**config.mk**
```make
export PLATFORM = sky130hd
export DESIGN_NAME = swap_req_datapath
export DESIGN_NICKNAME = d
export VERILOG_FILES = /design/src/rtl/swap_req_datapath.sv
export SDC_FILE = /design/constraint.sdc
export NUM_CORES = 1
export LEC_CHECK = 0
export BUFFER_PORTS_ARGS = -buffer_cell sky130_fd_sc_hd__buf_2
export CORE_AREA = 2 2 219 156
export CTS_CLUSTER_SIZE = 28
export DETAILED_ROUTE_END_ITERATION = 7
export DIE_AREA = 0 0 221 158
export PLACE_DENSITY = 0.41
export RECOVER_POWER = 50
export SYNTH_ARGS = -nofsm -noshare
export SYNTH_HDL_FRONTEND = slang
export SYNTH_SLANG_ARGS = --single-unit
```
**constraint.sdc**
```tcl
create_clock -name clk -period 3.4 [get_ports clk]
set_input_delay 1.02 -clock clk [delete_from_list [all_inputs] [get_ports clk]]
set_output_delay 1.02 -clock clk [all_outputs]
set_load 0.1 [all_outputs]
```
**src/rtl/swap_req_datapath.sv**
```systemverilog
// Request front-end and register-file datapath for the memory-swap engine.
// Accepts one address pair at a time and performs A->T, B->A, T->B under the sequencer's phases.
module swap_req_datapath #(
    parameter int AW = 4,
    parameter int DW = 8
) (
    input  logic          clk,
    input  logic          reset,
    input  logic          req_valid,
    output logic          req_ready,
    input  logic [AW-1:0] req_addr_a,
    input  logic [AW-1:0] req_addr_b,
    output logic          swap,
    input  logic [1:0]    sel,
    input  logic          we,
    input  logic          wr_en,
    input  logic [AW-1:0] wr_addr,
    input  logic [DW-1:0] wr_data,
    output logic          wr_err,
    input  logic [AW-1:0] rd_addr,
    output logic [DW-1:0] rd_data,
    output logic          done,
    output logic          busy,
    output logic [15:0]   swap_cnt
);

    localparam int DEPTH = 1 << AW;

    localparam logic [1:0] PH_LOAD_TMP  = 2'd1;
    localparam logic [1:0] PH_COPY_B    = 2'd2;
    localparam logic [1:0] PH_STORE_TMP = 2'd3;

    logic          busy_q,     busy_d;
    logic          swap_q,     swap_d;
    logic          done_q,     done_d;
    logic          wr_err_q,   wr_err_d;
    logic [DW-1:0] tmp_q,      tmp_d;
    logic [AW-1:0] addr_a_q,   addr_a_d;
    logic [AW-1:0] addr_b_q,   addr_b_d;
    logic [DW-1:0] rd_data_q,  rd_data_d;
    logic [15:0]   swap_cnt_q, swap_cnt_d;

    logic [DW-1:0] mem_q [DEPTH];

    // Single write port shared by the host (idle only) and the swap phases (busy only).
    logic          mem_we;
    logic [AW-1:0] mem_waddr;
    logic [DW-1:0] mem_wdata;

    logic accept;
    logic phase_act;
    logic host_wr_ok;

    assign accept     = req_valid && !busy_q;
    assign phase_act  = busy_q && we;
    assign host_wr_ok = wr_en && !busy_q;

    always_comb begin
        // NOTE: every signal written here gets a default first, so no path can infer a latch.
        busy_d     = busy_q;
        swap_d     = accept;
        done_d     = 1'b0;
        wr_err_d   = wr_en && busy_q;
        tmp_d      = tmp_q;
        addr_a_d   = addr_a_q;
        addr_b_d   = addr_b_q;
        swap_cnt_d = swap_cnt_q;
        rd_data_d  = mem_q[rd_addr];
        mem_we     = 1'b0;
        mem_waddr  = wr_addr;
        mem_wdata  = wr_data;

        if (accept) begin
            addr_a_d = req_addr_a;
            addr_b_d = req_addr_b;
            busy_d   = 1'b1;
        end

        if (host_wr_ok) begin
            mem_we = 1'b1;
        end

        if (phase_act) begin
            case (sel)
                PH_LOAD_TMP: begin
                    tmp_d = mem_q[addr_a_q];
                end
                PH_COPY_B: begin
                    mem_we    = 1'b1;
                    mem_waddr = addr_a_q;
                    mem_wdata = mem_q[addr_b_q];
                end
                PH_STORE_TMP: begin
                    mem_we     = 1'b1;
                    mem_waddr  = addr_b_q;
                    mem_wdata  = tmp_q;
                    busy_d     = 1'b0;
                    done_d     = 1'b1;
                    swap_cnt_d = swap_cnt_q + 16'd1;
                end
                default: begin
                end
            endcase
        end
    end

    always_ff @(posedge clk) begin
        // NOTE: flops use non-blocking assignments so every update samples pre-edge values.
        if (reset) begin
            busy_q     <= 1'b0;
            swap_q     <= 1'b0;
            done_q     <= 1'b0;
            wr_err_q   <= 1'b0;
            tmp_q      <= '0;
            addr_a_q   <= '0;
            addr_b_q   <= '0;
            rd_data_q  <= '0;
            swap_cnt_q <= '0;
        end else begin
            busy_q     <= busy_d;
            swap_q     <= swap_d;
            done_q     <= done_d;
            wr_err_q   <= wr_err_d;
            tmp_q      <= tmp_d;
            addr_a_q   <= addr_a_d;
            addr_b_q   <= addr_b_d;
            rd_data_q  <= rd_data_d;
            swap_cnt_q <= swap_cnt_d;
        end
    end

    always_ff @(posedge clk) begin
        // NOTE: storage must clear on reset, so it is built from flops rather than a RAM macro.
        if (reset) begin
            for (int i = 0; i < DEPTH; i++) begin
                mem_q[i] <= '0;
            end
        end else if (mem_we) begin
            mem_q[mem_waddr] <= mem_wdata;
        end
    end

    assign req_ready = ~busy_q;
    assign busy      = busy_q;
    assign swap      = swap_q;
    assign done      = done_q;
    assign wr_err    = wr_err_q;
    assign rd_data   = rd_data_q;
    assign swap_cnt  = swap_cnt_q;

endmodule
```
# Yosys cells after proc, flatten, opt, wreduce, memory -nomap -nowiden
# Memory sizes are Yosys's and may differ from the RTL's. A register that Yosys moved wholly into a read port is not among the register bits.
# Index checks and enable logic that the tools add are counted.
dict set report word_totals {
  reg_bits 28
  ramBits 128
  inputBits 31
  out_inout_bits 29
  wordCells 45
  memories 1
}
dict set report op_classes {
  add_sub_neg 1
  eq_ne 3
  mux 21
  bitwise 2
  reduce_logical 10
}
# name words word_bits rd rd_clocked_by_memory_dff wr line
set memory_table {}
lappend memory_table {mem_q 16 8 3 3 16 43} ;# logic [DW-1:0] mem_q [DEPTH];
# operator n
set ops {}
lappend ops {{$add 16x1->16 const B} 1}
lappend ops {{$mux 4} 4}
lappend ops {{$mux 8} 2}
lappend ops {{$pmux 8 s2} 1}
lappend ops {{$mux 1} 13}
lappend ops {{$pmux 4 s2} 1}
lappend ops {{$reduce_or 8->1} 1}
lappend ops {{$eq 2x2->1 const B} 2}
lappend ops {{$logic_and 1x1->1} 4}
lappend ops {{$reduce_and 2->1} 2}
lappend ops {{$reduce_or 2->1} 2}
lappend ops {{$eq 2x1->1 const B} 1}
lappend ops {{$not 1->1} 2}
lappend ops {{$logic_not 1->1} 1}

# Depth between registers and ports, before layout
# Gate-level depths: netlist (run 1).
dict set report logic_depth {
  depth_word 10
  ltp_mapped 10
  ltp_nobuf 5
}

# Worst setup path before layout (run 1)
# No wires, ideal clock.
dict set report synth_timing {
  kind {input-to-reg}
  from {input sel[1]}
  to {memory mem_q[14][0] (enable)}
  setup_ps 334
  t_arrival_ps 2655
  t_required_ps 3066
  path_slack_ps 411
  stages 7
  path_buffers 2
  path_cell_list {buf_2 and3_4 buf_6 mux2i_1 o211a_1 nand3_2 nand2b_1}
}
# element line
set synth_lines {}
lappend synth_lines {{start: declaration} 14} ;# input logic [1:0] sel,
lappend synth_lines {{end: declaration} 43}

==> run metrics, run 1 <==
post-cts hold buffer count 0; mapped cell area roughly 9700 um2; beginning of the worst hold path tmp_q[0]$_SDFFE_PP0P_; Final ANT Viol Nets 0; n_diodes 0; dpl ws around 0.24 ns; Yosys cell types 52; Syn-to-layout area delta 14.28%; H-tree depth 4; Syn Nets just over 800; Routed WL per cell 26.95 um; fin area 11120 um2; core region area about 33000 um2; TritonCTS Buffers 17; Peak VDD IR about 270 uV; maximum clock rate between 300 and 400 MHz; GP Congestion 0.8710; drt first pass iters 5; WS Path Type in -> reg; synthesized flop and latch total between 150 and 200; CTS Root Buffer Type clkbuf_16; status complete, no violations; initial antenna violation count 1; post-synthesis xor/xnor area fraction 0.01170; setup TNS 0 ns; Total Nets Final 871; DRC viols 0; Cells after Synth between 700 and 800; via/cell ratio between 5 and 6; CP max stage delay around 0.65 ns; First DRT Iteration DRCs between 700 and 800; Leakage approximately 3.7 nW; Final Cycle Share 0.9061; Hold Crit Class reg -> reg; syn_area_per_cell roughly 13 um2; Worst EP arrival ~3.4 ns; simple-gate portion of the synthesized area 0.1525; layout cells sized above 1 0.2477; Seq/Total Area, Yosys 0.4936; max_cap viols 0; PortBufs around 60; initial core utilization 0.2949; first-pass GRT wire length 49220 um; clock transition at the registers of the reported paths around 0.070 ns; RSZ-0062 raised after global routing false; Synth Area in Compound Gates 0.06338; CTS tree done; vias in the first global route ~6800; clk_skew 0.01419 ns; Slew HR 0.04924; Multi-input gate area 4577 um2; GRT Util Overall 0.2013; largest net degree at the start of global routing 33; Final min period ~3.1 ns; startpoint types input port; Worst EP required 3.69 ns; Final WS setup 0.3193 ns; vias ~7000; Final Max Tran Viols 0; DIE HEIGHT 158 um; # setup viols final 0; critical-path cell list clkbuf_1 -> clkbuf_1 -> mux4_2 -> mux4_2 -> nor2b_1; clock sinks 176; final hold violation count 0; mux cell area share after synthesis 0.2448; # resized after CTS 0; P per Cell Area 472.9 nW/um2; Rows 56; drt total wl 34690 um; crit path launch rd_addr[0]; synth warn 0; Synth Area in Adders 0.001286; Filler Cell Count about 3300; main combinational cell family by area after synthesis multiplexers; worst-path maximum fanout 7; clock latency on the worst-skew pair between 0.4 and 0.5 ns; CP endpoint kind flip-flop; post-DP HPWL between 20000 and 30000 um; ys async rst share 0; worst slew pin tran about 1.4 ns; Post-synth EDFFs ~130; Die X-Extent around 220 um; global route overflow 0; Seq. cell area between 4000 and 5000 um2; Most used DFF post-synth edfxtp_1; Area after DPL around 11000 um2; postcts setup bufs 0; Bufs on Longest Clock Path 2; I/O pin count 60; die area between 30000 and 40000 um2; CP max stage cell mux4_2
-- synth_stat cells (6+ instances only) --
cell	count	area, um2
a21oi_1	17	85.08
a22o_1	8	70.07
a22oi_1	35	262.8
and2_1	6	37.54
and4_1	6	52.55
buf_1	6	22.52
buf_2	17	85.08
buf_4	8	60.06
clkbuf_1	23	86.33
dfxtp_1	48	960.9
edfxtp_1	128	3844
mux2i_1	51	510.5
mux4_2	82	1847
nand2_1	46	172.7
nand2_2	10	62.56
nand2b_1	17	106.4
nand3_1	17	85.08
nand4_1	9	56.30
nor2_1	153	574.3
nor2_2	10	62.56
nor2b_1	14	87.58
xor2_1	8	70.07
-- layout by cell type (no fill, tap or decap), types with 3 or more instances in the layout --
cell type  netlist  routed
nand2_2         10       3
a22o_1           8       8
clkbuf_16        0      17
nor2_1         153     153
buf_2           17      29
inv_1            4       4
nand4_1          9       9
clkinv_4         0       3
mux2i_1         51      51
inv_8            0       5
buf_4            8      35
and2_1           6       6
clkbuf_1        23      38
nor2_2          10      10
mux4_2          82      82
a22oi_1         35      35
xor2_1           8       8
and3_1           3       3
xnor2_1          5       5
nand2b_1        17      17
nand2_1         46      53
dfxtp_1         48      46
and4_1           6       6
edfxtp_1       128     128
nor2b_1         14      14
a21oi_1         17      17
nand3_2          5       3
nor3_1           4       4
nand3_1         17      19
o221a_2          5       4
inv_6            0       5
-- critical path, delay by kind of cell --
kind / cells / cell delay, ns
buffers and inverters: 2 / 1.03
multiplexers: 2 / 1.16
AND/OR/NAND/NOR: 1 / 0.15
-- area by class of cell --
cell class	count	area share
tap	435	0.04893
clock buffer	17	0.03825
sequential	176	0.4322
clock inverter	15	0.01474
timing repair buffer	104	0.05309
multi-input combinational	536	0.4115
inverter	4	0.001350
-- worst paths after layout --
path | end | slack, ns | depth (start not counted)
worst max register to register | mem_q[12][0]$_SDFFCE_PN0P_ | 0.55 | 5
worst min-delay path | tmp_q[0]$_SDFFE_PP0P_ | 0.50 | 1
worst min register to register | tmp_q[0]$_SDFFE_PP0P_ | 0.50 | 1
worst max-delay path | rd_data[1]$_SDFF_PP0_ | 0.32 | 5
-- cells by family (layout without fill, tap and decap cells) --
group | count (synthesis) | in the layout
DFF | 176 | 176
adders and majority gates | 1 | 1
and+or+nand+nor | 310 | 310
xor gates and xnor gates | 13 | 13
buffers and inverters | 63 | 140
AOI/OAI and AO/OA | 77 | 77
muxes | 135 | 135
-- per-stage QoR --
| stage | hold slack (ns) | util | std cells | power [mW] |
|---|---|---|---|---|
| final | 0.5008 | 0.3370 | 1287 | 5.260 |
| after global routing | 0.5185 | 0.3370 | 1287 | 5.430 |
| after CTS | 0.4973 | 0.3401 | 1287 | 5.302 |
| after detailed placement | 0.4762 | 0.3222 | 1255 | 3.280 |
| after global placement | 0.4708 | 0.3222 | 1255 | 3.276 |
| after floorplan | 0.4458 | - | 775 | 2.992 |
-- sequential cells by signal, summed over array words and instances (netlist names), named ones only --
| register | flops |
|---|---|
| swap_cnt | 16 |
| tmp_q | 8 |
| swap | 1 |
| rd_data | 8 |
| addr_a_q | 4 |
| done | 1 |
| addr_b_q | 4 |
| wr_err | 1 |
| mem_q | 128 |
| busy | 1 |
-- where the power goes --
part | switching [mW] | internal (mW)
sequential | 0.0898 | 2.38
combinational | 0.496 | 0.271
clock | 0.977 | 1.05
total | 1.56 | 3.70
-- routing by layer --
metal | share of wire | vias up | track usage
met5 | 0.00037 | - | 0
li1 | - | 3061 | -
met3 | 0.094 | 28 | 0.06830
met4 | 0.012 | 2 | 0.05018
met1 | 0.47 | 3617 | 0.2894
met2 | 0.43 | 307 | 0.2887
No activity file was read; power rests on OpenSTA's default activity.
==> run 2, diff against run 1 <==
--- a/config.mk
+++ b/config.mk
@@ -10,7 +10,7 @@
 export CTS_CLUSTER_SIZE = 28
 export DETAILED_ROUTE_END_ITERATION = 7
 export DIE_AREA = 0 0 221 158
-export PLACE_DENSITY = 0.41
+export PLACE_DENSITY = 0.44
 export RECOVER_POWER = 50
 export SYNTH_ARGS = -nofsm -noshare
 export SYNTH_HDL_FRONTEND = slang
==> run 2 against run 1 <==
  * Non-clock buffer count grew 3
  * Highest routed layer is now met4
  * Combinational power barely moved
  * Critical path depth rose by 3
  * Hold slack worse by 0.026 ns
  * Global-route usage down 0.58 points
  * Total power rose by 0.28%
  * Largest cell class unchanged
  * Sequential share of layout area down 0.56 points
  * Clock power is essentially flat
  * Critical path type unchanged
  * Via count fell by 0.97%
==> run metrics, run 2 (synthesis gave the netlist of run 1 again) <==
Peak VDD IR 273.0 uV (+1.7%); beginning of the worst hold path addr_b_q[0]$_SDFFE_PP0P_; WS Path Type in -> reg; First DRT Iteration DRCs 811 (+14%); DRC viols 0 (unchanged); clock transition at the registers of the reported paths 0.06 ns (about the same); cell count of the worst reg-to-reg path 5 (unchanged); Bufs on Longest Clock Path 2 (unchanged); setup slack, reg-to-reg 0.41 ns (-0.14 ns); PortBufs 59 (unchanged); layout cells sized above 1 0.2585 (+0.01083); vias in the first global route 6714 (-0.64%); worst-path maximum fanout 13 (+6); initial antenna violation count 0 (-1); Syn-to-layout area delta 15.82%; post-DP HPWL 25110 um (-6.2%); final hold violation count 0 (unchanged); max reg flops 128 (unchanged); DIE HEIGHT 158 um (unchanged); kind of cell adding the most delay to the critical path buffers and inverters; Final min period 2.991 ns (-0.09001 ns); CTS tree done; maximum clock rate 334.4 MHz (+3.0%); worst slew pin tran 1.185 ns (-0.2408 ns); Routed WL per cell 25.67 um (-4.8%); clk_skew 0.01608 ns (+0.001891 ns); CP max stage delay 0.53 ns (-0.12 ns); post-cts hold buffer count 0 (unchanged); global route overflow 0 (unchanged); Tot Pwr 5.275 mW (+0.28%); largest net degree at the start of global routing 45 (+36%); via/cell ratio 5.381 (-1.3%); setup TNS 0 ns (unchanged); Final WS setup 0.4093 ns (+0.09001 ns); startpoint types input port; Seq. cell area 4808 um2 (about the same); clock sinks 176 (unchanged); Min Hold Slack 0.4753 ns (-0.02556 ns); dpl ws 0.2210 ns (-0.02308 ns); Worst EP required 3.48 ns (-0.21 ns); drt total wl 33140 um (-4.5%); CP max stage cell clkbuf_1; P per Cell Area 467.9 nW/um2 (-1.1%); RSZ-0062 raised after global routing false; buffer and inverter count on the worst path 3 (+1); status complete, no violations; GRT Util Overall 0.1955 (-0.005769); Final Max Tran Viols 0 (unchanged); H-tree depth 4 (unchanged); CP endpoint kind flip-flop; initial core utilization 0.2949 (unchanged); Die X-Extent 221 um (unchanged); drt first pass iters 5 (unchanged); # setup viols final 0 (unchanged); Filler Cell Count 3255 (+0.15%); crit path launch sel[1]; Total Nets Final 874 (+0.34%); commonest non-fill, non-tap cell in the layout nor2_1; R2R Path End mem_q[11][2]$_SDFFCE_PN0P_; vias 6947 (-0.97%); most frequent cells in the layout nor2_1 (153), edfxtp_1 (128), mux4_2 (82), mux2i_1 (51), nand2_1 (46); CTS Root Buffer Type clkbuf_16; TritonCTS Buffers 17 (unchanged); postcts setup bufs 0 (unchanged); Multi-input gate area 4609 um2 (+0.71%); Final ANT Viol Nets 0 (unchanged); max_cap viols 0 (unchanged); die area 34920 um2 (unchanged); Final Cycle Share 0.8796 (-0.02647); Top reg by flops mem_q; Slew HR 0.2131 (+0.1639); Leakage 3.804 nW (+1.9%); GP Congestion 0.8849 (+1.6%); Worst EP arrival 3.07 ns (-0.30 ns); core region area 33000 um2 (unchanged); critical-path cell list buf_2 -> and3_4 -> mux2i_2 -> nor3b_2 -> buf_4 -> nand3_2 -> nand2b_1 -> clkbuf_1; # resized after CTS 0 (unchanged); final core utilization 0.3416 (+0.004549); Rows 56 (unchanged); Hold Crit Class reg -> reg; I/O pin count 60 (unchanged); clock latency on the worst-skew pair 0.45 ns (-0.02 ns); first-pass GRT wire length 48240 um (-2.0%); hold depth 2 (+1)
-- run 2: changes by cell type in the layout (fill, tap and decap cells not counted), moves of 3 or more --
cell,before,now
nand2_1,53,46
clkinv_2,0,3
nand2_2,3,10
inv_4,0,3
buf_4,35,31
inv_8,5,0
buf_12,2,9
inv_6,5,0
-- run 2: worst max path at each step --
stage                                       endpoint  slack, ns  depth (start not counted)
after floorplan           mem_q[14][0]$_SDFFCE_PN0P_       0.41                          7
after global placement     mem_q[8][5]$_SDFFCE_PN0P_       0.25                          7
after detailed placement  mem_q[11][7]$_SDFFCE_PN0P_       0.22                          7
after CTS                 mem_q[12][1]$_SDFFCE_PN0P_       0.59                          7
after global routing       mem_q[7][1]$_SDFFCE_PN0P_       0.24                          7
final                     mem_q[12][4]$_SDFFCE_PN0P_       0.41                          8
-- run 2: routing by layer --
metal,share of wire,track usage
met5,0,0
met4,0.014,0.04858
met3,0.097,0.07164
met2,0.39,0.2580
met1,0.50,0.2956
-- run 2: worst reg2reg max path: cells and delay by family, from the launching register on --
kind,cells,cell delay [ns]
AOI/OAI and AO/OA,1,0.87
buffers and inverters,1,0.34
DFF,1,0.64
muxes,2,0.77
and+or+nand+nor,1,0.10
-- run 2: layout make-up --
type | count | share of cell area
multi-input cells | 536 | 0.4089
inverters | 4 | 0.001332
well taps | 435 | 0.04828
clock inverters | 11 | 0.009767
flip-flops and latches | 176 | 0.4265
repair buffers | 107 | 0.06215
clock buffers | 21 | 0.04284
diodes | 1 | 0.0002220
-- run 2: where the power goes --
group	leakage [nW]	total, mW	switching (mW)	internal (mW)
logic	1.78	0.766	0.480	0.286
clock network	0.305	2.04	0.874	1.16
registers	1.72	2.47	0.0912	2.38
-- run 2: metrics by stage --
step	cells	area [um2]
2_1_floorplan	775	9733
3_3_place_gp	1258	10770
3_5_place_dp	1258	10770
4_1_cts	1290	11360
5_1_grt	1290	11270
6_report	1291	11270
==> run 3, diff against run 2 <==
--- a/config.mk
+++ b/config.mk
@@ -6,10 +6,10 @@
 export NUM_CORES = 1
 export LEC_CHECK = 0
 export BUFFER_PORTS_ARGS = -buffer_cell sky130_fd_sc_hd__buf_2
-export CORE_AREA = 2 2 219 156
+export CORE_AREA = 2 2 184 186
 export CTS_CLUSTER_SIZE = 28
 export DETAILED_ROUTE_END_ITERATION = 7
-export DIE_AREA = 0 0 221 158
+export DIE_AREA = 0 0 186 188
 export PLACE_DENSITY = 0.44
 export RECOVER_POWER = 50
 export SYNTH_ARGS = -nofsm -noshare
==> constraint.sdc (replaced) <==
create_clock -name clk -period 3.4 [get_ports clk]
set_input_delay 0.17 -clock clk [delete_from_list [all_inputs] [get_ports clk]]
set_output_delay 0.17 -clock clk [all_outputs]
set_load 0.1 [all_outputs]
==> run 3 against run 2 <==
  * Flip-flop and latch count unchanged
  * Clock power about the same
  * Clock skew down 0.0046 ns
  * Cell area down 1.2%
  * Largest cell class unchanged
  * Combinational power up 1%
  * Sequential share of layout area up 0.50 points
  * Critical path depth down 3
  * First-iteration DRC count down 2.0%
  * Final cell count up 0.23%
  * Critical path type is now reg -> reg
==> run metrics, run 3 (synthesis gave the netlist of run 1 again) <==
Final Cycle Share 0.8995 (+0.01987); PortBufs 59 (unchanged); hold depth 3 (+1); initial antenna violation count 0 (unchanged); commonest non-fill, non-tap cell in the layout nor2_1; Rows 67 (+20%); clock latency on the worst-skew pair 0.45 ns (about the same); postcts setup bufs 0 (unchanged); worst slew pin tran 1.253 ns (+0.06749 ns); vias in the first global route 6769 (+0.82%); Total Nets Final 865 (-1.0%); Syn-to-layout area delta 14.45%; kind of cell adding the most delay to the critical path multiplexers; drt total wl 33550 um (+1.3%); # resized after CTS 0 (unchanged); Worst EP arrival 3.24 ns (+0.17 ns); core region area 33110 um2 (+0.34%); First DRT Iteration DRCs 795 (-2.0%); CP max stage cell dfxtp_2; CP endpoint kind flip-flop; max_cap viols 0 (unchanged); CTS tree done; buffer and inverter count on the worst path 1 (-2); GRT Util Overall 0.1979 (+0.002388); worst-path maximum fanout 17 (+4); P per Cell Area 471.6 nW/um2 (+0.79%); Final ANT Viol Nets 0 (unchanged); # setup viols final 0 (unchanged); RSZ-0062 raised after global routing false; cell count of the worst reg-to-reg path 5 (unchanged); setup TNS 0 ns (unchanged); via/cell ratio 5.369 (-0.23%); drt first pass iters 5 (unchanged); Worst EP required 3.58 ns (+0.10 ns); layout cells sized above 1 0.2270 (-0.03153); Leakage 3.704 nW (-2.6%); largest net degree at the start of global routing 55 (+22%); critical-path cell list mux4_2 -> mux2i_1 -> o221a_1 -> clkbuf_2 -> nor2_1; initial core utilization 0.2939 (-0.0009918); maximum clock rate 327.0 MHz (-2.2%); Peak VDD IR 310.6 uV (+14%); post-DP HPWL 25470 um (+1.4%); post-cts hold buffer count 9 (+9); Slew HR 0.1648 (-0.04838); Stages on worst setup path 5 (-3); most frequent cells in the layout nor2_1 (153), edfxtp_1 (128), mux4_2 (82), nand2_1 (52), mux2i_1 (52); Top reg by flops mem_q; DRC viols 0 (unchanged); global route overflow 0 (unchanged); Bufs on Longest Clock Path 2 (unchanged); WS Path Type reg -> reg; clock transition at the registers of the reported paths 0.07 ns (about the same); I/O pin count 60 (unchanged); H-tree depth 4 (unchanged); vias 6947 (unchanged); Hold Crit Class in -> reg; Die X-Extent 186 um (-16%); status complete, no violations; clock sinks 176 (unchanged); max reg flops 128 (unchanged); first-pass GRT wire length 48420 um (+0.39%); n_diodes 0 (-1); startpoint types flip-flop; DIE HEIGHT 188 um (+19%); Final min period 3.058 ns (+0.06755 ns); die area 34970 um2 (+0.14%); TritonCTS Buffers 17 (unchanged); final hold violation count 0 (unchanged); CTS Root Buffer Type clkbuf_16; clk_skew 0.01149 ns (-0.004593 ns); Final Max Tran Viols 0 (unchanged); CP max stage delay 0.73 ns (+0.20 ns); Routed WL per cell 25.93 um (+1.0%); GP Congestion 0.9666 (+9.2%); final core utilization 0.3364 (-0.005191)
[run 3: cell types whose count changed in the layout (fill, tap and decap cells not counted), sizes merged]
cell	delta
clkbuf	-2
buf	-19
diode	-1
clkinv	+1
dlygate4sd3	+9
clkinvlp	+2
[run 3: report_power, final]
group	total, mW	switching (mW)	internal (mW)
sequential	2.47	0.0930	2.38
clock	2.01	0.909	1.10
combinational	0.775	0.493	0.282
total	5.25	1.50	3.76
[run 3: layout make-up]
class / count / area (um2)
Fill cell: 3304 / 21970
Multi-Input combinational cell: 536 / 4586
Timing Repair Buffer: 98 / 585.6
Inverter: 4 / 15.01
Tap cell: 448 / 560.5
Clock inverter: 14 / 156.4
Sequential cell: 176 / 4807
Clock buffer: 18 / 429.2
[run 3: worst paths after layout]
| check | slack [ns] | start | endpoint |
|---|---|---|---|
| setup / recovery | 0.34 | flip-flop | mem_q[2][2]$_SDFFCE_PN0P_ |
| hold / removal | 0.02 | req_valid | busy$_SDFF_PP0_ |
| setup reg to reg | 0.34 | flip-flop | mem_q[2][2]$_SDFFCE_PN0P_ |
| hold reg to reg | 0.49 | addr_b_q[0]$_SDFFE_PP0P_ | flip-flop |
[run 3: per-layer routing]
layer,track usage,up-vias,share of wire
li1,-,3045,-
met1,0.2962,3569,0.48
met2,0.2805,283,0.43
met3,0.03263,50,0.060
met4,0.08389,0,0.038
met5,0,-,0
[run 3: worst reg2reg max path, delay by kind of cell (launching register included)]
| family | cells | cell delay (ns) |
|---|---|---|
| mux | 2 | 0.90 |
| flops | 1 | 0.73 |
| compound gates | 1 | 0.69 |
| buf+inv | 1 | 0.40 |
| simple gates | 1 | 0.09 |
[run 3: stage by stage]
step | worst slack [ns] | power [mW] | instances | hold WS [ns] | instance area [um2]
detailed placement | 0.4633 | 3.293 | 1253 | 0.4179 | 10580
global route | 0.1548 | 5.422 | 1294 | 0.02335 | 11140
finish | 0.3418 | 5.254 | 1294 | 0.02457 | 11140
floorplan | 0.4642 | 2.992 | 775 | 0.2925 | 9733
global placement | 0.5492 | 3.299 | 1253 | 0.4211 | 10580
CTS | 0.4730 | 5.292 | 1294 | 0.006743 | 11250
